[config.mk]
export PLATFORM = sky130hd
export DESIGN_NAME = scoreboard_register_file
export DESIGN_NICKNAME = d
export VERILOG_FILES = /design/src/rtl/scoreboard_register_file_pkg.sv /design/src/rtl/scoreboard_register_file_sb_counter.sv /design/src/rtl/scoreboard_register_file.sv
export SDC_FILE = /design/constraint.sdc
export NUM_CORES = 2
export LEC_CHECK = 0
export CAP_MARGIN = 20
export CORE_MARGIN = 2
export CORE_UTILIZATION = 49
export CTS_BUF_LIST = sky130_fd_sc_hd__clkbuf_2 sky130_fd_sc_hd__clkbuf_4 sky130_fd_sc_hd__clkbuf_8
export DETAILED_ROUTE_END_ITERATION = 8
export PLACE_DENSITY = 0.68
export SYNTH_ARGS = -nofsm -noshare
export SYNTH_HDL_FRONTEND = slang
export SYNTH_SLANG_ARGS = --single-unit
[constraint.sdc]
create_clock -name CLK -period 5.1 [get_ports CLK]
set_input_delay 1.02 -clock CLK [delete_from_list [all_inputs] [get_ports CLK]]
set_output_delay 1.02 -clock CLK [all_outputs]
set_load 0.02 [all_outputs]
[src/rtl/scoreboard_register_file_pkg.sv]
// Shared definitions for the scoreboarded decode register file.
package scoreboard_register_file_pkg;

  localparam int RF_XLEN_DEF         = 32;
  localparam int RF_NUM_REGS_DEF     = 32;
  localparam int RF_MAX_INFLIGHT_DEF = 3;

  localparam int RF_ADDR_W = $clog2(RF_NUM_REGS_DEF);
  typedef logic [RF_ADDR_W-1:0] rf_addr_t;

  // Width of a per-register in-flight counter able to hold 0..max_inflight.
  function automatic int sb_cnt_w(input int max_inflight);
    return $clog2(max_inflight + 1);
  endfunction

endpackage

[src/rtl/scoreboard_register_file_sb_counter.sv]
// One per-register in-flight write counter: saturating up/down with clear.
module sb_counter #(
  parameter int MAX = 3,
  parameter int CW  = 2
) (
  input  logic          CLK,
  input  logic          RST,
  input  logic          inc,
  input  logic          dec,
  input  logic          clr,
  output logic [CW-1:0] count,
  output logic          full
);

  localparam logic [CW-1:0] MAX_C = CW'(MAX);

  logic [CW-1:0] r_count;

  // Clear wins; inc+dec together cancel; never wraps in either direction.
  always_ff @(posedge CLK) begin
    if (RST || clr)
      r_count <= '0;
    else if (inc && !dec && r_count != MAX_C)
      r_count <= r_count + 1'b1;
    else if (dec && !inc && r_count != '0)
      r_count <= r_count - 1'b1;
  end

  assign count = r_count;
  assign full  = (r_count == MAX_C);

endmodule

[src/rtl/scoreboard_register_file.sv]
// Decode-stage register file with N combinational read ports, write-through
// bypass, hardwired x0 and a per-register in-flight write scoreboard that
// stalls issue on RAW (source pending) and WAW (destination counter full).
module scoreboard_register_file
  import scoreboard_register_file_pkg::*;
#(
  parameter int XLEN         = RF_XLEN_DEF,
  parameter int NUM_REGS     = RF_NUM_REGS_DEF,
  parameter int NUM_RD_PORTS = 2,
  parameter int MAX_INFLIGHT = RF_MAX_INFLIGHT_DEF,
  parameter int BYPASS_EN    = 1,
  localparam int AW          = $clog2(NUM_REGS)
) (
  input  logic                                CLK,
  input  logic                                RST,
  input  logic [NUM_RD_PORTS-1:0][AW-1:0]     REG_R_Addr,
  output logic [NUM_RD_PORTS-1:0][XLEN-1:0]   REG_R_Data,
  output logic [NUM_RD_PORTS-1:0]             REG_R_Busy,
  input  logic                                REG_W_En,
  input  logic [AW-1:0]                       REG_W_Addr,
  input  logic [XLEN-1:0]                     REG_W_Data,
  input  logic                                ISSUE_Valid,
  input  logic                                ISSUE_Rd_En,
  input  logic [AW-1:0]                       ISSUE_Rd,
  input  logic [NUM_RD_PORTS-1:0]             ISSUE_Rs_Used,
  output logic                                ISSUE_Stall,
  input  logic                                FLUSH
);

  localparam int CW = sb_cnt_w(MAX_INFLIGHT);
  localparam logic BYP = (BYPASS_EN != 0);

  logic [NUM_REGS-1:0][XLEN-1:0] r_regs;
  logic [NUM_REGS-1:0][CW-1:0]   w_cnt;
  logic [NUM_REGS-1:0]           w_full;
  logic                          w_wr_hit;
  logic                          w_rs_hazard;
  logic                          w_waw;
  logic                          w_accept;

  // A write to x0 is a no-op for both data and scoreboard.
  assign w_wr_hit = REG_W_En && (REG_W_Addr != '0);

  // Register array; x0 is reset to zero and never written.
  always_ff @(posedge CLK) begin
    if (RST)
      r_regs <= '0;
    else if (w_wr_hit)
      r_regs[REG_W_Addr] <= REG_W_Data;
  end

  // Read muxes with optional write-through and source-pending flag.
  always_comb begin
    for (int i = 0; i < NUM_RD_PORTS; i++) begin
      REG_R_Data[i] = r_regs[REG_R_Addr[i]];
      REG_R_Busy[i] = 1'b0;
      if (REG_R_Addr[i] == '0)
        REG_R_Data[i] = '0;
      else if (BYP && w_wr_hit && REG_W_Addr == REG_R_Addr[i])
        REG_R_Data[i] = REG_W_Data;
      // Last outstanding producer writing back now releases the consumer
      // only when forwarding can deliver the value in this same cycle.
      if (w_cnt[REG_R_Addr[i]] != '0)
        REG_R_Busy[i] = !(w_cnt[REG_R_Addr[i]] == CW'(1) && BYP && w_wr_hit &&
                          REG_W_Addr == REG_R_Addr[i]);
    end
  end

  assign w_rs_hazard = |(ISSUE_Rs_Used & REG_R_Busy);
  // A full destination is still accepted if a writeback frees a slot now.
  assign w_waw       = ISSUE_Rd_En && (ISSUE_Rd != '0) && w_full[ISSUE_Rd] &&
                       !(REG_W_En && REG_W_Addr == ISSUE_Rd);
  assign ISSUE_Stall = ISSUE_Valid && (w_rs_hazard || w_waw);
  assign w_accept    = ISSUE_Valid && !ISSUE_Stall && !FLUSH;

  assign w_cnt[0]  = '0;
  assign w_full[0] = 1'b0;

  for (genvar r = 1; r < NUM_REGS; r++) begin : g_sb
    logic w_inc, w_dec;
    assign w_inc = w_accept && ISSUE_Rd_En && (ISSUE_Rd == AW'(r));
    assign w_dec = REG_W_En && (REG_W_Addr == AW'(r)) && (w_cnt[r] != '0);
    sb_counter #(.MAX(MAX_INFLIGHT), .CW(CW)) u_cnt (
      .CLK   (CLK),
      .RST   (RST),
      .inc   (w_inc),
      .dec   (w_dec),
      .clr   (FLUSH),
      .count (w_cnt[r]),
      .full  (w_full[r])
    );
  end

endmodule

======== Yosys cells after proc, flatten, opt, wreduce, memory -nomap -nowiden ========
Cells that the tools add are included.
operators by class
  $add $sub $neg .......................... 62
  muxes and demuxes ....................... 81
  bitwise gates (word level) .............. 1
  reductions and logical operators ........ 371
  equal/unequal tests ..................... 129
  $lt $le $gt $ge ......................... 5
operators by type and width
  kind                   count
  $bwmux W1024           1
  $bmux W32 S5           2
  $logic_and A1 B1 Y1    233
  $mux W32               7
  $demux W32 S5          1
  $eq A5 B5 Y1 const B   32
  $mux W2                64
  $reduce_bool A2 Y1     64
  $eq A5 B4 Y1 const B   16
  $logic_not A1 Y1       67
  $add A2 B1 Y2 const B  31
  $eq A2 B2 Y1 const B   31
  $ne A2 B2 Y1 const B   31
  $sub A2 B1 Y2 const B  31
  $eq A5 B3 Y1 const B   8
  $lt A5 B6 Y1 const B   4
  $bmux W2 S5            2
  $eq A5 B2 Y1 const B   4
  $eq A5 B5 Y1           3
  $eq A5 B1 Y1 const B   2
  $logic_not A5 Y1       2
  $reduce_bool A5 Y1     2
  $bmux W1 S5            1
  $ge A5 B1 Y1 const B   1
  other kinds (5)        9
word-level totals
  register bits ........................... 1086
  word-level logic and storage cells ...... 712
  input bits .............................. 60
  output and inout bits ................... 67

======== Logic depth before layout (Yosys ltp) ========
  depth after elaboration ................. 21
  mapped depth ............................ 14
  gate-level depth less buffers ........... 9

======== Modules after synthesis ========
A second synthesis with hierarchy kept.
unflattened totals
  cell total of the unflattened synthesis .. 6297
  area, all modules ....................... 57750.4 um2
by module, submodules not included
  module                    sequential area each (um2)  cells an instance  instances  area each (um2)
  scoreboard_register_file  20499.7                     5894               1          54143.2
  sb_counter                40.0                        13                 31         116.4

======== Worst setup path before layout ========
OpenSTA, ideal clock, no wires.
  path kind ............................... input -> output
  from .................................... input REG_R_Addr[0] in the netlist's numbering
  to ...................................... output REG_R_Data[20] in the netlist's numbering
  arrival ................................. 3998 ps
  slack ................................... 82 ps
  buffers on the path ..................... 7
  stages on the path ...................... 13
  data required time ...................... 4080 ps
  path through ............................ buf_2 -> buf_2 -> buf_2 -> buf_2 -> buf_2 -> buf_2 -> buf_2 -> mux2i_1 -> a21oi_1 -> nor2_1 -> o21ai_0 -> mux2i_1 -> a211oi_1
RTL lines
  item             RTL line                        RTL
  start, declared  scoreboard_register_file.sv:16  input logic [NUM_RD_PORTS-1:0][AW-1:0] REG_R_Addr,
  end, declared    scoreboard_register_file.sv:17  output logic [NUM_RD_PORTS-1:0][XLEN-1:0] REG_R_Data,

==> results.json <==
{
  "drt-total-wl_mm": 248,
  "grt_antenna_before_repair": 18,
  "end_kind": "output pin",
  "async_flop_share_pct": 0,
  "syn-cell-area_sq_um": 58300,
  "preCtsSetupSlack_ps": -191,
  "core-area_sq_um": 118000,
  "rows": 126,
  "detail_route.wl_per_cell_um": 29.2,
  "synth_edf_count": 0,
  "clockBufferDepth": 3,
  "status": "finished, violations left",
  "cts_tree": "built",
  "yosys.area.top_type": "dfxtp_1",
  "startpoint_type": "input port",
  "setup_viol": 4,
  "clock_tree.root_cell": "clkbuf_8",
  "fin_ws_ps": -27.5,
  "dp_hpwl_mm": 143,
  "fp.dieH_um": 349,
  "worstHoldPathType": "register to register",
  "power.density_nw_per_um2": 294,
  "clock.fmax_mhz": 195,
  "post-cts-setup-buffer-count": 0,
  "h-tree-depth": 4,
  "fin_tns_setup_ps": -30.8,
  "drv_cap": 0,
  "nets": 6855,
  "slew_headroom_pct": 25.7,
  "clk-insertion-delay-late_ps": 950,
  "cts_hold_buf": 0,
  "cp_cell_sequence": "clkdlybuf4s50_1, buf_4, buf_12, nor2_4, buf_12, buf_4, a221oi_1, o21ai_0, nand3_1, nand3_1, a21oi_1, buf_4, clkdlybuf4s50_1",
  "path_clk_slew_ps": 60,
  "yosys_warnings": 0,
  "skew_ps": 32.0,
  "violations": "negative setup slack",
  "area_delta_synth_final_pct": 14.2,
  "grt_remaining_overflow": 0,
  "final_cell_mix": "nand2_1, a21oi_1, dfxtp_1",
  "ir_drop_v": 0.000287,
  "vias_per_cell": 6.77,
  "first_iter_violations": 9943,
  "worstMarginPinSlew_ps": 1120,
  "min_period_over_period_pct": 101,
  "synth_cell_types": 76,
  "first_global_vias": 53619,
  "cp_max_fo": 19,
  "yosysSeqAreaShare_pct": 37.3,
  "rsz0062_at_grt": "yes",
  "grt_pass1_wl_mm": 356,
  "regArea_sq_um": 21700,
  "dieArea_sq_um": 122000,
  "synth_nets": 6950,
  "first_pass_iters": 7,
  "gp_congestion": 0.981,
  "port_buffers": 126,
  "syn_area_per_cell_sq_um": 8.46,
  "multi_input_area_sq_um": 34100,
  "critical_path_arrival_ps": 4110,
  "grt_util_all_layers_pct": 39.7,
  "final_common_cell": "nand2_1",
  "crit_slowest_cell": "clkdlybuf4s50_1",
  "start_util_pct": 49.4,
  "grt_start_max_net_pins": 184,
  "cpLargestDelayFamily": "buffers and inverters",
  "ioPinCount": 127,
  "numCtsBuffers": 186,
  "synthCells": 6890,
  "drive_above_1_share_pct": 19.1,
  "vias": 57506,
  "max_stage_delay_ps": 610,
  "crit_buf_inv": 7,
  "critical_path_class": "input port to output pin",
  "cpMostUsedCell": "buf_4",
  "nFillCells": 10288,
  "ys_ff_latch": 1086,
  "cts.sinks": 1086,
  "ys.flop_type": "dfxtp_1",
  "ant_nets": 0,
  "post-route-min-period_ps": 5130,
  "drc": 0,
  "hold_viol": 0,
  "netlist.area_leader.share_pct": 37.3,
  "required_ps": 4080,
  "slew_violations": 0,
  "cts_resized": 5,
  "synth.area.top_cells": "dfxtp_1, mux4_2, nand2_1, a21oi_1, mux2i_1",
  "chipWidth_um": 349,
  "leakage_nw": 22.1
}
==> cells by family (layout without fill, tap and decap cells) <==
group | Yosys count | count (layout) | synth area share, %
simple gates | 2626 | 2626 | 18.6
compound gates | 1639 | 1639 | 15.8
flops | 1086 | 1086 | 37.3
mux | 783 | 783 | 23.1
buf+inv | 739 | 792 | 4.99
xor+xnor | 17 | 17 | 0.255
other cells | 0 | 12 | 0
==> layer usage <==
metal	part of all wire, %	vias up	wire (um)	track usage (%)
met4	8.4	16	20800	30.5
met3	16	1226	39000	13.3
met2	41	4927	103000	56.3
met1	35	27250	85900	49.7
li1	-	24087	-	-
met5	0.052	-	128	0.200
==> through the flow <==
stage	hold slack (ps)	cell area, sq um	cells	utilization (%)	power (mW)
floorplan	443	58300	6890	-	9.92
finish	464	66600	8491	56.4	19.5
global route	470	66600	8489	56.4	20.0
CTS	465	66500	8479	56.3	19.4
detailed placement	457	62300	8143	52.8	10.7
global placement	448	62300	8142	52.7	10.7
==> flip-flops by register name (all words and copies together) (netlist names) <==
signal,cells
g_sb.u_cnt.count,62
r_regs,1024
==> where the power goes <==
part / switching (mW) / internal [mW]
clock network: 3.93 / 4.98
logic: 1.36 / 0.692
registers: 0.0426 / 8.54
total: 5.34 / 14.2
==> worst register-to-register path, stage by stage (launching register included) <==
cell and delay, ps:
dfxtp_1 550, nand2_1 120, mux4_2 500, mux2_2 280
a311o_1 410, nor2_4 110, buf_4 490, nor4b_2 120
buf_4 190, and2_1 310, a22o_1 290, and3_1 160
==> synthesized netlist by cell type (16+ instances only) <==
cell and number:
a211o_1 16, a211oi_1 41, a21oi_1 1141, a221oi_1 71
a22oi_1 48, a31oi_1 26, and2_1 17, buf_1 52
buf_2 49, clkbuf_1 596, clkbuf_2 17, dfxtp_1 1086
mux2_2 80, mux2i_1 263, mux4_2 440, nand2_1 2134
nand3_1 80, nor2_1 183, nor2b_1 40, nor3_1 26
nor3b_1 17, o211ai_1 25, o21ai_0 161, o221ai_1 16
o22ai_1 28, or2_2 23
==> worst paths after layout <==
path                             endpoint                    start  slack [ps]  cells past startpoint
hold reg to reg               r_regs[199]              r_regs[199]         460                      2
setup reg to reg  g_sb[27].u_cnt.count[0]  g_sb[15].u_cnt.count[0]        1430                     11
setup / recovery           REG_R_Data[23]            REG_R_Addr[2]         -30                     13
hold / removal                r_regs[199]              r_regs[199]         460                      2
==> layout make-up <==
type	count	share of cell area, %
repair buffers	441	6.84
diodes	12	0.0451
well taps	1536	2.89
multi-input cells	5065	51.2
clock buffers	300	5.66
clock inverters	36	0.575
flip-flops and latches	1086	32.7
inverters	15	0.0902
No activity file was read; power rests on OpenSTA's default activity.
